## src/rtl/fetch_pc_unit_if.sv

```systemverilog
// Fetch-unit bus bundle: redirect input, imem request/response and decode-buffer handshake.
// With FETCH_MISALIGN_CHK_EN defined the bundle also carries fetch_misalign_o.
interface fetch_pc_unit_if;
    localparam int unsigned XLEN = 32;

    logic            redirect_i;
    logic [XLEN-1:0] redirect_pc_i;
    logic            imem_req_valid_o;
    logic            imem_req_ready_i;
    logic [XLEN-1:0] imem_req_addr_o;
    logic            imem_rsp_valid_i;
    logic [XLEN-1:0] imem_rsp_data_i;
    logic            inst_valid_o;
    logic            inst_ready_i;
    logic [XLEN-1:0] inst_o;
    logic [XLEN-1:0] inst_pc_o;
    logic [XLEN-1:0] inst_pc4_o;
`ifdef FETCH_MISALIGN_CHK_EN
    logic            fetch_misalign_o;

    modport master (
        input  redirect_i, redirect_pc_i, imem_req_ready_i, imem_rsp_valid_i,
               imem_rsp_data_i, inst_ready_i,
        output imem_req_valid_o, imem_req_addr_o, inst_valid_o, inst_o,
               inst_pc_o, inst_pc4_o, fetch_misalign_o
    );
    modport slave (
        output redirect_i, redirect_pc_i, imem_req_ready_i, imem_rsp_valid_i,
               imem_rsp_data_i, inst_ready_i,
        input  imem_req_valid_o, imem_req_addr_o, inst_valid_o, inst_o,
               inst_pc_o, inst_pc4_o, fetch_misalign_o
    );
`else
    modport master (
        input  redirect_i, redirect_pc_i, imem_req_ready_i, imem_rsp_valid_i,
               imem_rsp_data_i, inst_ready_i,
        output imem_req_valid_o, imem_req_addr_o, inst_valid_o, inst_o,
               inst_pc_o, inst_pc4_o
    );
    modport slave (
        output redirect_i, redirect_pc_i, imem_req_ready_i, imem_rsp_valid_i,
               imem_rsp_data_i, inst_ready_i,
        input  imem_req_valid_o, imem_req_addr_o, inst_valid_o, inst_o,
               inst_pc_o, inst_pc4_o
    );
`endif
endinterface

```

## src/rtl/fetch_pc_unit.sv

```systemverilog
// Fetch front end: owns the fetch PC, issues one imem request at a time and buffers one instruction.
// Optional FETCH_MISALIGN_CHK_EN: misaligned fetch PC injects NOP_INST with fetch_misalign_o and stalls.
module fetch_pc_unit #(
    parameter logic [31:0] RESET_PC = 32'h0000_0000
`ifdef FETCH_MISALIGN_CHK_EN
    ,
    parameter logic [31:0] NOP_INST = 32'h0000_0013
`endif
) (
    input  logic             clk,
    input  logic             rst_n,
    fetch_pc_unit_if.master  bus
);
    localparam int unsigned XLEN = 32;

    // S_HALT is only entered when the misalignment check is built in
    typedef enum logic [1:0] {S_REQ, S_WAIT, S_DRAIN, S_HALT} state_e;

    state_e          state_q, state_d;
    logic [XLEN-1:0] fetch_pc_q, fetch_pc_d;
    logic [XLEN-1:0] req_pc_q, req_pc_d;
    logic            req_valid_q, req_valid_d;
    logic            buf_valid_q, buf_valid_d;
    logic [XLEN-1:0] inst_q, inst_pc_q, inst_pc4_q;
    logic            buf_load;
    logic [XLEN-1:0] buf_inst_d, buf_pc_d;
    logic            req_hs, decode_hs;
`ifdef FETCH_MISALIGN_CHK_EN
    logic            mis_q, mis_d;
`endif

    assign req_hs    = req_valid_q & bus.imem_req_ready_i;
    assign decode_hs = buf_valid_q & bus.inst_ready_i;

    // Next-state, fetch PC and decode-buffer fill decisions
    always_comb begin
        state_d     = state_q;
        fetch_pc_d  = fetch_pc_q;
        req_pc_d    = req_pc_q;
        buf_valid_d = buf_valid_q;
        buf_load    = 1'b0;
        buf_inst_d  = bus.imem_rsp_data_i;
        buf_pc_d    = req_pc_q;
        req_valid_d = 1'b0;
`ifdef FETCH_MISALIGN_CHK_EN
        mis_d       = mis_q;
`endif

        unique case (state_q)
            S_REQ: begin
                if (req_hs) begin
                    req_pc_d   = fetch_pc_q;
                    fetch_pc_d = fetch_pc_q + XLEN'(4);
                    state_d    = S_WAIT;
                end
`ifdef FETCH_MISALIGN_CHK_EN
                else if (!buf_valid_q && (fetch_pc_q[1:0] != 2'b00)) begin
                    buf_load   = 1'b1;
                    buf_inst_d = NOP_INST;
                    buf_pc_d   = fetch_pc_q;
                    mis_d      = 1'b1;
                    state_d    = S_HALT;
                end
`endif
            end
            S_WAIT: begin
                if (bus.imem_rsp_valid_i) begin
                    state_d  = S_REQ;
                    buf_load = !bus.redirect_i;
                end else if (bus.redirect_i) begin
                    state_d = S_DRAIN;
                end
            end
            S_DRAIN: begin
                if (bus.imem_rsp_valid_i) begin
                    state_d = S_REQ;
                end
            end
            S_HALT: begin
                if (bus.redirect_i) begin
                    state_d = S_REQ;
                end
            end
            default: state_d = S_REQ;
        endcase

        if (decode_hs) begin
            buf_valid_d = 1'b0;
`ifdef FETCH_MISALIGN_CHK_EN
            mis_d       = 1'b0;
`endif
        end
        if (buf_load) begin
            buf_valid_d = 1'b1;
        end

        // Redirect wins over fill and decode; a request accepted this cycle becomes stale
        if (bus.redirect_i) begin
            fetch_pc_d  = bus.redirect_pc_i;
            buf_valid_d = 1'b0;
            buf_load    = 1'b0;
`ifdef FETCH_MISALIGN_CHK_EN
            mis_d       = 1'b0;
`endif
            if (state_q == S_REQ) begin
                state_d = req_hs ? S_DRAIN : S_REQ;
            end
        end

        req_valid_d = (state_d == S_REQ) && !buf_valid_d;
`ifdef FETCH_MISALIGN_CHK_EN
        req_valid_d = req_valid_d && (fetch_pc_d[1:0] == 2'b00);
`endif
    end

    always_ff @(posedge clk or negedge rst_n) begin
        if (!rst_n) begin
            state_q     <= S_REQ;
            fetch_pc_q  <= RESET_PC;
            req_pc_q    <= '0;
            req_valid_q <= 1'b0;
            buf_valid_q <= 1'b0;
            inst_q      <= '0;
            inst_pc_q   <= '0;
            inst_pc4_q  <= XLEN'(4);
        end else begin
            state_q     <= state_d;
            fetch_pc_q  <= fetch_pc_d;
            req_pc_q    <= req_pc_d;
            req_valid_q <= req_valid_d;
            buf_valid_q <= buf_valid_d;
            if (buf_load) begin
                inst_q     <= buf_inst_d;
                inst_pc_q  <= buf_pc_d;
                inst_pc4_q <= buf_pc_d + XLEN'(4);
            end
        end
    end

`ifdef FETCH_MISALIGN_CHK_EN
    always_ff @(posedge clk or negedge rst_n) begin
        if (!rst_n) begin
            mis_q <= 1'b0;
        end else begin
            mis_q <= mis_d;
        end
    end

    assign bus.fetch_misalign_o = mis_q;
`endif

    assign bus.imem_req_valid_o = req_valid_q;
    assign bus.imem_req_addr_o  = fetch_pc_q;
    assign bus.inst_valid_o     = buf_valid_q;
    assign bus.inst_o           = inst_q;
    assign bus.inst_pc_o        = inst_pc_q;
    assign bus.inst_pc4_o       = inst_pc4_q;

endmodule
```

## src/flat_wrapper.sv

```systemverilog
// flat-port wrapper written by rule: the top's interface ports become plain ports
module fetch_pc_unit_flat 
#(
    parameter logic [31:0] RESET_PC = 32'h0000_0000

)
  (clk, rst_n, bus_redirect_i, bus_redirect_pc_i, bus_imem_req_ready_i, bus_imem_rsp_valid_i, bus_imem_rsp_data_i, bus_inst_ready_i, bus_imem_req_valid_o, bus_imem_req_addr_o, bus_inst_valid_o, bus_inst_o, bus_inst_pc_o, bus_inst_pc4_o);
  fetch_pc_unit_if bus_i ();
  input  logic clk;
  input  logic rst_n;
  input wire logic [$bits(bus_i.redirect_i)-1:0] bus_redirect_i;
  input wire logic [$bits(bus_i.redirect_pc_i)-1:0] bus_redirect_pc_i;
  input wire logic [$bits(bus_i.imem_req_ready_i)-1:0] bus_imem_req_ready_i;
  input wire logic [$bits(bus_i.imem_rsp_valid_i)-1:0] bus_imem_rsp_valid_i;
  input wire logic [$bits(bus_i.imem_rsp_data_i)-1:0] bus_imem_rsp_data_i;
  input wire logic [$bits(bus_i.inst_ready_i)-1:0] bus_inst_ready_i;
  output wire logic [$bits(bus_i.imem_req_valid_o)-1:0] bus_imem_req_valid_o;
  output wire logic [$bits(bus_i.imem_req_addr_o)-1:0] bus_imem_req_addr_o;
  output wire logic [$bits(bus_i.inst_valid_o)-1:0] bus_inst_valid_o;
  output wire logic [$bits(bus_i.inst_o)-1:0] bus_inst_o;
  output wire logic [$bits(bus_i.inst_pc_o)-1:0] bus_inst_pc_o;
  output wire logic [$bits(bus_i.inst_pc4_o)-1:0] bus_inst_pc4_o;
  assign bus_i.redirect_i = bus_redirect_i;
  assign bus_i.redirect_pc_i = bus_redirect_pc_i;
  assign bus_i.imem_req_ready_i = bus_imem_req_ready_i;
  assign bus_i.imem_rsp_valid_i = bus_imem_rsp_valid_i;
  assign bus_i.imem_rsp_data_i = bus_imem_rsp_data_i;
  assign bus_i.inst_ready_i = bus_inst_ready_i;
  assign bus_imem_req_valid_o = bus_i.imem_req_valid_o;
  assign bus_imem_req_addr_o = bus_i.imem_req_addr_o;
  assign bus_inst_valid_o = bus_i.inst_valid_o;
  assign bus_inst_o = bus_i.inst_o;
  assign bus_inst_pc_o = bus_i.inst_pc_o;
  assign bus_inst_pc4_o = bus_i.inst_pc4_o;
  fetch_pc_unit #(.RESET_PC(RESET_PC)) u_core (.clk(clk), .rst_n(rst_n), .bus(bus_i));
endmodule
```

## config.mk

```make
export PLATFORM = sky130hd
export DESIGN_NAME = fetch_pc_unit_flat
export DESIGN_NICKNAME = d
export VERILOG_FILES = /design/src/rtl/fetch_pc_unit_if.sv /design/src/rtl/fetch_pc_unit.sv /design/src/flat_wrapper.sv
export SDC_FILE = /design/constraint.sdc
export NUM_CORES = 1
export LEC_CHECK = 0
export ABC_AREA = 1
export CELL_PAD_IN_SITES_DETAIL_PLACEMENT = 0
export CELL_PAD_IN_SITES_GLOBAL_PLACEMENT = 1
export CORE_AREA = 2 2 151 153
export DETAILED_ROUTE_END_ITERATION = 10
export DIE_AREA = 0 0 153 155
export HOLD_SLACK_MARGIN = 0.08
export PLACE_DENSITY = 0.93
export SYNTH_ARGS = -nofsm -noshare
export SYNTH_HDL_FRONTEND = slang
export SYNTH_SLANG_ARGS = --single-unit
```

## constraint.sdc

```tcl
create_clock -name clk -period 3.4 [get_ports clk]
set_input_delay 0.51 -clock clk [delete_from_list [all_inputs] [get_ports clk]]
set_output_delay 0.51 -clock clk [all_outputs]
set_load 0.05 [all_outputs]
```

==> results of run 1 <==
registers in the layout, summed over array words and instances, names as in the netlist:
register / cells
u_core.buf_pc_d: 32
u_core.bus.imem_req_addr_o: 32
u_core.bus.imem_req_valid_o: 1
u_core.bus.inst_o: 32
u_core.bus.inst_pc4_o: 32
u_core.bus.inst_pc_o: 30
u_core.bus.inst_valid_o: 1
u_core.state_q: 2
per-layer routing:
layer | vias to the layer above | global-route usage | routed length (um)
met1 | 3397 | 0.2871 | 10850
met2 | 263 | 0.3090 | 10250
met5 | - | 0 | 0
met4 | 0 | 0.06570 | 479
met3 | 26 | 0.04011 | 1611
li1 | 3677 | - | -
power groups by stage:
| stage | registers [mW] | clock network, mW | logic [mW] |
|---|---|---|---|
| 4_1_cts | 3.43 | 1.92 | 5.03 |
| 3_3_place_gp | 3.44 | 0 | 4.95 |
| 3_5_place_dp | 3.46 | 0 | 5.01 |
| 2_1_floorplan | 5.36 | 0 | 1.24 |
| 6_report | 3.43 | 1.88 | 4.98 |
| 5_1_grt | 3.56 | 2.00 | 5.33 |
through the flow:
stage	util	std cells	cell area [um2]	setup slack, ns
floorplan	-	1059	8021	1.639
global placement	0.4598	1513	10220	0.8264
CTS	0.4856	1545	10790	1.088
detailed placement	0.4598	1513	10220	0.7816
finish	0.4856	1545	10790	1.104
global route	0.4856	1545	10790	0.9568
path summary, 6_finish.rpt:
| kind | endpoint | startpoint |
|---|---|---|
| worst max-delay path | bus_imem_req_addr_o[2] | u_core.bus.imem_req_addr_o[2] |
| worst min register to register | u_core.bus.inst_pc4_o[0] | u_core.buf_pc_d[0] |
| worst min-delay path | u_core.bus.inst_pc_o[25] | rst_n |
| max in group asynchronous | u_core.bus.inst_pc4_o[29] | rst_n |
| worst max register to register | u_core.bus.inst_pc4_o[21] | u_core.state_q[0] |
| min in group clk | u_core.bus.inst_pc4_o[0] | u_core.buf_pc_d[0] |
layout by cell type (no fill, tap or decap), drive strengths merged:
cell type,n
a21oi,6
and2,1
buf,8
bufinv,2
clkbuf,22
clkdlybuf4s50,198
clkinv,8
clkinvlp,2
dfrtp,161
dfstp,1
ha,2
inv,82
nand2,465
nand3,54
nand4,3
nor2,122
nor3,3
o211ai,9
o21a,3
o21ai,82
o21bai,5
o221ai,2
or2,4
xnor2,2
xor2,13
cell type report:
| class | count | share of cell area |
|---|---|---|
| multi-input cells | 776 | 0.3182 |
| clock inverters | 10 | 0.01009 |
| inverters | 84 | 0.02921 |
| well taps | 285 | 0.03304 |
| repair buffers | 206 | 0.1907 |
| clock buffers | 22 | 0.04301 |
| flip-flops and latches | 162 | 0.3757 |
cell families (layout without fill, tap and decap cells):
logic type,after synthesis,after routing,synth area share
buffers and inverters,121,322,0.06629
AO/OA/AOI/OAI,107,107,0.07550
XOR/XNOR,15,15,0.01638
flip-flops,162,162,0.5055
adder cells (fa/ha/maj),2,2,0.003119
AND/OR/NAND/NOR,652,652,0.3332
==> flow_summary.json, run 1 <==
{
  "p_int_mw": 5.403,
  "r2r_cells": 5,
  "ios": 200,
  "clkSinkCount": 162,
  "grt_max_degree": 115,
  "seqPwrFrac": 0.334,
  "setup_violations": 0,
  "multiInputGateArea_um2": 3435,
  "period_share": 0.6752,
  "postCtsSetupBuffers": 0,
  "routed_via_density": 4.766,
  "clock-root-buffer": "clkbuf_16",
  "drc_errors": 0,
  "max_stage_delay_ns": 0.87,
  "seq_area_frac_synth": 0.5055,
  "p_clk_frac": 0.182,
  "synth_edf_count": 0,
  "peakVddDrop_uv": 343.0,
  "antenna_found_initial": 0,
  "synth_top_cell_by_area": "dfrtp_1",
  "async_flop_share": 1.000,
  "total_power_mw": 10.29,
  "yosysMostFrequentCell": "nand2_1",
  "synth_ff_type": "dfrtp_1",
  "dr_total_vias": 7363,
  "crit_type": "flip-flop to output port",
  "dp_hpwl_um": 17130,
  "worstPathRequired_ns": 2.89,
  "clkTransAtPathRegs_ns": 0.06,
  "htreeDepth": 4,
  "syn_inst": 1059,
  "powerDensity_nw_per_um2": 953.5,
  "cts_buffers": 17,
  "num-fill-cells": 2185,
  "hold_path.class": "input pin to async pin",
  "rsz0062_at_grt": "false",
  "worstMarginPinSlew_ns": 1.113,
  "finalClockSkew_ns": 0.008187,
  "grt_pass1_wl_um": 37810,
  "port_buffers": 199,
  "rows": 55,
  "tritoncts": "built",
  "initial_core_util": 0.3609,
  "maxCapViolations": 0,
  "clock.fmax_mhz": 435.6,
  "ys_warn_count": 0,
  "tns_ns": 0,
  "synth_top_area_frac": 0.5023,
  "path_depth": 1,
  "die_y_um": 155,
  "path_cells": "clkdlybuf4s50_1",
  "drv_slew": 0,
  "die_area_um2": 23720,
  "critPathMaxFanout": 6,
  "hold_ws_ns": 0.07921,
  "num_antenna_cells": 0,
  "ant_nets": 0,
  "crit_family": "buffers and inverters",
  "startpoint_type": "flip-flop",
  "synth_top_cells_by_area": "dfrtp_1 50%, nand2_1 21%, nor2_1 5.1%",
  "status": "completed",
  "grt_overflow": 0,
  "cpMaxStageDelayCell": "clkdlybuf4s50_1",
  "hold_viol": 0,
  "drt_iter0_drc": 638,
  "fin_crit_ns": 2.296,
  "wire_per_inst_um": 15.01,
  "swShare": 0.4750,
  "leakage_nw": 4.978,
  "wl_um": 23190,
  "nets": 1319,
  "grt_use_total": 0.2012,
  "cts_resized": 0,
  "crit_arrival_ns": 1.79,
  "core_um2": 22230,
  "slew_headroom": 0.2580,
  "syn_area_um2": 8021,
  "drtPass1Iterations": 5,
  "clock_latency_ns": 0.43,
  "ys_seq_elements": 162,
  "ctsHoldBuffers": 0,
  "syn_avg_cell_area_um2": 7.575,
  "gp_congestion": 0.8684,
  "end_kind": "output port",
  "drive_gt1_frac": 0.05873,
  "combPwrFrac": 0.484,
  "path_buf_inv": 1,
  "die_w_um": 153,
  "grt_pass1_vias": 7148,
  "cts_buffer_depth": 2,
  "reg2reg_slack_ns": 1.40,
  "syn_nets": 1131,
  "synth.distinct_cells": 40,
  "seq_area_um2": 4055,
  "p_switching_mw": 4.888,
  "syn_to_final_growth_pct": 34.55,
  "synth_common_cells": "459 x nand2_1, 161 x dfrtp_1, 110 x nor2_1"
}
(Power assumes the default switching activity.)
==> run 2: changes to the inputs <==
--- a/config.mk
+++ b/config.mk
@@ -8,11 +8,11 @@
 export ABC_AREA = 1
 export CELL_PAD_IN_SITES_DETAIL_PLACEMENT = 0
 export CELL_PAD_IN_SITES_GLOBAL_PLACEMENT = 1
-export CORE_AREA = 2 2 151 153
+export CORE_AREA = 2 2 153 155
 export DETAILED_ROUTE_END_ITERATION = 10
-export DIE_AREA = 0 0 153 155
+export DIE_AREA = 0 0 155 157
 export HOLD_SLACK_MARGIN = 0.08
-export PLACE_DENSITY = 0.93
+export PLACE_DENSITY = 0.91
 export SYNTH_ARGS = -nofsm -noshare
 export SYNTH_HDL_FRONTEND = slang
 export SYNTH_SLANG_ARGS = --single-unit
==> constraint.sdc (replaced) <==
create_clock -name clk -period 2.2 [get_ports clk]
set_input_delay 0.33 -clock clk [delete_from_list [all_inputs] [get_ports clk]]
set_output_delay 0.33 -clock clk [all_outputs]
set_load 0.05 [all_outputs]
==> run 2 against run 1 <==
  * Utilization increased by 0.41 points
  * Clock skew increased by 0.00087 ns
  * First-iteration DRC count decreased by 24%
  * Critical path type unchanged
  * Largest power group unchanged
==> flow_summary.json, run 2 (synthesis gave the netlist of run 1 again) <==
{
  "status": "completed",
  "grt_overflow": 0,
  "maxCapViolations": 0,
  "crit_type": "flip-flop to output port",
  "tns_ns": 0,
  "die_y_um": 157,
  "hold_ws_ns": 0.4465,
  "layout_commonest_cell": "nand2_1",
  "critPathMaxFanout": 5,
  "leakage_nw": 5.073,
  "clkTransAtPathRegs_ns": 0.06,
  "peakVddDrop_uv": 625.0,
  "postCtsSetupBuffers": 0,
  "path_cells": "clkdlybuf4s50_1",
  "period_share": 0.9577,
  "reg2reg_slack_ns": 0.46,
  "cts_buffers": 17,
  "drv_slew": 0,
  "clock-root-buffer": "clkbuf_16",
  "timing.rr.start": "u_core.bus.imem_req_addr_o[2]",
  "setup_violations": 0,
  "clock_latency_ns": 0.42,
  "hold_path.startpoint": "bus_imem_rsp_data_i[29]",
  "die_w_um": 155,
  "hold_viol": 0,
  "final_area_um2": 11020,
  "fin_crit_ns": 2.107,
  "reg2reg_to": "u_core.bus.imem_req_addr_o[28]",
  "most-common-layout-cells": "459 x nand2_1, 198 x clkdlybuf4s50_1, 161 x dfrtp_1, 110 x nor2_1, 78 x inv_1",
  "r2r_cells": 10,
  "nets": 1327,
  "rsz0062_at_grt": "false",
  "cts_resized": 0,
  "rows": 55,
  "hold_path.class": "input pin to flip-flop",
  "cpMaxStageDelayCell": "clkdlybuf4s50_1",
  "port_buffers": 199,
  "die_area_um2": 24340,
  "tritoncts": "built",
  "whs_path_depth": 3,
  "antenna_found_initial": 0,
  "num-fill-cells": 2187,
  "powerDensity_nw_per_um2": 1476,
  "drtPass1Iterations": 5,
  "initial_core_util": 0.3565,
  "worstPathRequired_ns": 1.87,
  "drt_iter0_drc": 485,
  "finalClockSkew_ns": 0.009061,
  "htreeDepth": 4,
  "min_to": "u_core.bus.inst_o[29]",
  "path_buf_inv": 1,
  "crit_arrival_ns": 1.78,
  "ios": 200,
  "syn_to_final_growth_pct": 37.37,
  "grt_pass1_wl_um": 37090,
  "grt_max_degree": 65,
  "wl_um": 23180,
  "startpoint_type": "flip-flop",
  "max_stage_delay_ns": 0.87,
  "clock.fmax_mhz": 474.6,
  "end_kind": "output port",
  "dpl_cell_area_um2": 10370,
  "dp_hpwl_um": 17840,
  "grt_pass1_vias": 7069,
  "gp_congestion": 0.8470,
  "drc_errors": 0,
  "crit_family": "buffers and inverters",
  "wire_per_inst_um": 14.92,
  "cts_buffer_depth": 2,
  "clkSinkCount": 162,
  "worstMarginPinSlew_ns": 0.6040,
  "routed_via_density": 4.711,
  "drive_gt1_frac": 0.06467,
  "slew_headroom": 0.5961,
  "num_antenna_cells": 0,
  "core_um2": 22500,
  "ant_nets": 0,
  "grt_use_total": 0.1940,
  "dr_total_vias": 7316
}
==> run 2: changes by cell type in the layout (fill, tap and decap cells not counted) <==
cell,before,now
bufinv_16,2,4
dlygate4sd3_1,0,1
buf_12,1,9
clkinvlp_4,2,4
clkinv_2,5,0
inv_6,0,2
buf_4,6,5
clkbuf_1,3,2
==> run 2: area by class of cell <==
cell class	count	area, um2	area share
Clock buffer	21	460.4	0.04179
Clock inverter	11	176.4	0.01601
Inverter	84	315.3	0.02861
Multi-Input combinational cell	776	3435	0.3117
Sequential cell	162	4055	0.3680
Tap cell	285	356.6	0.03236
Timing Repair Buffer	214	2221	0.2015
==> run 2: how the worst max path moves through the flow <==
stage                                  startpoint                             end  slack [ns]  cells past startpoint
global route        u_core.bus.imem_req_addr_o[2]          bus_imem_req_addr_o[2]        0.01                      1
floorplan           u_core.bus.imem_req_addr_o[2]  u_core.bus.imem_req_addr_o[28]        0.44                     10
CTS                 u_core.bus.imem_req_addr_o[2]          bus_imem_req_addr_o[2]        0.07                      1
global placement                   bus_redirect_i       u_core.bus.inst_pc4_o[18]        0.31                      8
detailed placement                 bus_redirect_i       u_core.bus.inst_pc4_o[15]        0.27                      6
finish              u_core.bus.imem_req_addr_o[8]          bus_imem_req_addr_o[8]        0.09                      1
==> run 2: power by group <==
part	internal [mW]	total, mW	switching [mW]
clock	1.97	3.17	1.20
combinational	2.53	7.81	5.28
sequential	4.18	5.29	1.11
==> run 2: per-layer routing <==
layer / vias up / wire (um) / GRT usage
met5: - / 0 / 0
met2: 269 / 10270 / 0.3048
met4: 0 / 515 / 0.06834
met3: 32 / 1739 / 0.04653
met1: 3317 / 10650 / 0.2628
li1: 3698 / - / -
==> run 2: repair_timing <==
action	4_1_cts	5_1_grt
hold buffers	1	0
endpoints found under the hold margin	49	0
setup endpoints to repair	0	0
==> run 2: metrics by stage <==
stage	setup WS, ns	std cells	utilization	power (mW)
after global placement	0.3067	1520	0.4609	13.08
after detailed placement	0.2735	1520	0.4609	13.17
after global routing	0.01248	1553	0.4897	17.15
after floorplan	0.4387	1059	-	10.20
final	0.09307	1553	0.4897	16.27
after CTS	0.07407	1553	0.4897	16.40
==> run 3: changes to the inputs <==
--- a/config.mk
+++ b/config.mk
@@ -8,11 +8,11 @@
 export ABC_AREA = 1
 export CELL_PAD_IN_SITES_DETAIL_PLACEMENT = 0
 export CELL_PAD_IN_SITES_GLOBAL_PLACEMENT = 1
-export CORE_AREA = 2 2 153 155
+export CORE_AREA = 2 2 167 169
 export DETAILED_ROUTE_END_ITERATION = 10
-export DIE_AREA = 0 0 155 157
+export DIE_AREA = 0 0 169 171
 export HOLD_SLACK_MARGIN = 0.08
-export PLACE_DENSITY = 0.91
+export PLACE_DENSITY = 0.8
 export SYNTH_ARGS = -nofsm -noshare
 export SYNTH_HDL_FRONTEND = slang
 export SYNTH_SLANG_ARGS = --single-unit
==> constraint.sdc (replaced) <==
create_clock -name clk -period 2.4 [get_ports clk]
set_input_delay 0.36 -clock clk [delete_from_list [all_inputs] [get_ports clk]]
set_output_delay 0.36 -clock clk [all_outputs]
set_load 0.05 [all_outputs]
==> run 3 against run 2 <==
  * Power shrank 10%
  * Largest power group unchanged
  * Combinational power shrank 9.0%
  * Highest routed layer unchanged
  * Cell area shrank 0.69%
  * Utilization shrank 8.9 points
  * Register-to-register slack gained 0.18 ns
  * Clock skew grew 0.0023 ns
  * Flip-flop and latch count is the same
  * Critical endpoint is now bus_inst_pc4_o[2]
  * Critical path type unchanged
  * Critical path depth is the same
  * Sequential share of layout area grew 0.26 points
  * Count of clock-buffer cells in the layout shrank 3
  * Hold slack gained 0.0071 ns
==> flow_summary.json, run 3 (synthesis gave the netlist of run 1 again) <==
{
  "rows": 61,
  "most-common-layout-cells": "459 x nand2_1, 198 x clkdlybuf4s50_1, 161 x dfrtp_1, 110 x nor2_1, 78 x inv_1",
  "hold_path.startpoint": "bus_imem_rsp_data_i[28]",
  "period_share": 0.8976,
  "p_switching_mw": 7.129,
  "wl_um": 24810,
  "die_y_um": 171,
  "min_to": "u_core.bus.inst_o[28]",
  "worstPathRequired_ns": 2.04,
  "finalClockSkew_ns": 0.01139,
  "max_stage_delay_ns": 0.82,
  "swShare": 0.4878,
  "postCtsSetupBuffers": 0,
  "grt_pass1_wl_um": 39390,
  "slew_headroom": 0.5874,
  "crit_family": "buffers and inverters",
  "final_area_um2": 10940,
  "drc_errors": 0,
  "leakage_nw": 5.010,
  "dp_hpwl_um": 18710,
  "cpMaxStageDelayCell": "clkdlybuf4s50_1",
  "crit_type": "flip-flop to output port",
  "reg2reg_to": "u_core.bus.imem_req_addr_o[28]",
  "cts_resized": 0,
  "hold_path.class": "input pin to flip-flop",
  "tns_ns": 0,
  "hold_ws_ns": 0.4535,
  "die_w_um": 169,
  "setup_violations": 0,
  "drtPass1Iterations": 5,
  "wire_per_inst_um": 15.39,
  "reg2reg_slack_ns": 0.64,
  "total_power_mw": 14.61,
  "grt_pass1_vias": 7153,
  "ant_nets": 0,
  "die_area_um2": 28900,
  "drt_iter0_drc": 490,
  "p_int_mw": 7.486,
  "maxCapViolations": 0,
  "powerDensity_nw_per_um2": 1336,
  "worstMarginPinSlew_ns": 0.6169,
  "timing.rr.start": "u_core.bus.imem_req_addr_o[2]",
  "clock.fmax_mhz": 464.2,
  "grt_max_degree": 74,
  "cts_buffer_depth": 2,
  "port_buffers": 199,
  "syn_to_final_growth_pct": 36.42,
  "path_cells": "clkdlybuf4s50_1",
  "clkSinkCount": 162,
  "end_kind": "output port",
  "core_um2": 27320,
  "ios": 200,
  "fin_crit_ns": 2.154,
  "combPwrFrac": 0.487,
  "routed_via_density": 4.537,
  "clock-root-buffer": "clkbuf_16",
  "num_antenna_cells": 0,
  "grt_use_total": 0.1757,
  "nets": 1325,
  "p_clk_frac": 0.180,
  "antenna_found_initial": 0,
  "crit_arrival_ns": 1.79,
  "clock_latency_ns": 0.44,
  "dp_slack_ns": 0.3777,
  "tritoncts": "built",
  "hold_viol": 0,
  "seqPwrFrac": 0.334,
  "drv_slew": 0,
  "gp_congestion": 0.8692,
  "path_buf_inv": 1,
  "cts_buffers": 17,
  "htreeDepth": 4,
  "num-fill-cells": 2818,
  "clkTransAtPathRegs_ns": 0.07,
  "whs_path_depth": 3,
  "r2r_cells": 10,
  "initial_core_util": 0.2936,
  "rsz0062_at_grt": "false",
  "status": "completed",
  "dpl_cell_area_um2": 10370,
  "startpoint_type": "flip-flop",
  "dr_total_vias": 7314,
  "drive_gt1_frac": 0.06477,
  "critPathMaxFanout": 2,
  "layout_commonest_cell": "nand2_1",
  "final.setup.worst_slack_ns": 0.2457,
  "grt_overflow": 0,
  "peakVddDrop_uv": 470.0
}
==> run 3: how the worst max path moves through the flow <==
| stage | from | endpoint | slack [ns] | depth (start not counted) |
|---|---|---|---|---|
| after floorplan | u_core.bus.imem_req_addr_o[2] | u_core.bus.imem_req_addr_o[28] | 0.64 | 10 |
| after detailed placement | bus_redirect_i | u_core.bus.inst_pc4_o[23] | 0.38 | 7 |
| after global placement | bus_imem_rsp_valid_i | u_core.bus.inst_pc4_o[15] | 0.43 | 7 |
| final | u_core.bus.inst_pc4_o[2] | bus_inst_pc4_o[2] | 0.25 | 1 |
| after CTS | u_core.bus.inst_pc4_o[2] | bus_inst_pc4_o[2] | 0.23 | 1 |
| after global routing | u_core.bus.imem_req_addr_o[8] | bus_imem_req_addr_o[8] | 0.18 | 1 |
==> run 3: what timing repair did <==
item                                    4_1_cts  5_1_grt
hold buffers                                  1        0
endpoints found under the hold margin        55        0
endpoints found under the setup margin        0        0
==> run 3: area by class of cell <==
| class | instances | area, um2 | area share |
|---|---|---|---|
| Inverter | 84 | 315.3 | 0.02881 |
| Clock buffer | 18 | 439.2 | 0.04013 |
| Tap cell | 346 | 432.9 | 0.03956 |
| Clock inverter | 14 | 122.6 | 0.01121 |
| Timing Repair Buffer | 212 | 2143 | 0.1959 |
| Multi-Input combinational cell | 776 | 3435 | 0.3139 |
| Sequential cell | 162 | 4055 | 0.3706 |
==> run 3: metrics by stage <==
step                      cells  utilization
after global routing       1612       0.4005
after CTS                  1612       0.4005
after detailed placement   1579       0.3796
after floorplan            1059            -
final                      1612       0.4005
after global placement     1579       0.3796
==> run 3: per-layer routing <==
layer  wire length [um]  track usage  vias to the layer above  part of all wire
met2              11340       0.2871                      234              0.46
met4                244      0.03976                        0            0.0098
met1              11670       0.2385                     3373              0.47
met3               1555      0.03956                       17             0.063
li1                   -            -                     3690                 -
met5                  0            0                        -                 0
==> run 3: power by group through the flow <==
stage | Clock, mW | Combinational (mW) | Sequential (mW)
after detailed placement | 0 | 7.16 | 4.92
after floorplan | 0 | 1.75 | 7.60
after global routing | 2.81 | 7.61 | 5.04
after CTS | 2.69 | 7.18 | 4.89
after global placement | 0 | 7.09 | 4.90
final | 2.62 | 7.11 | 4.88
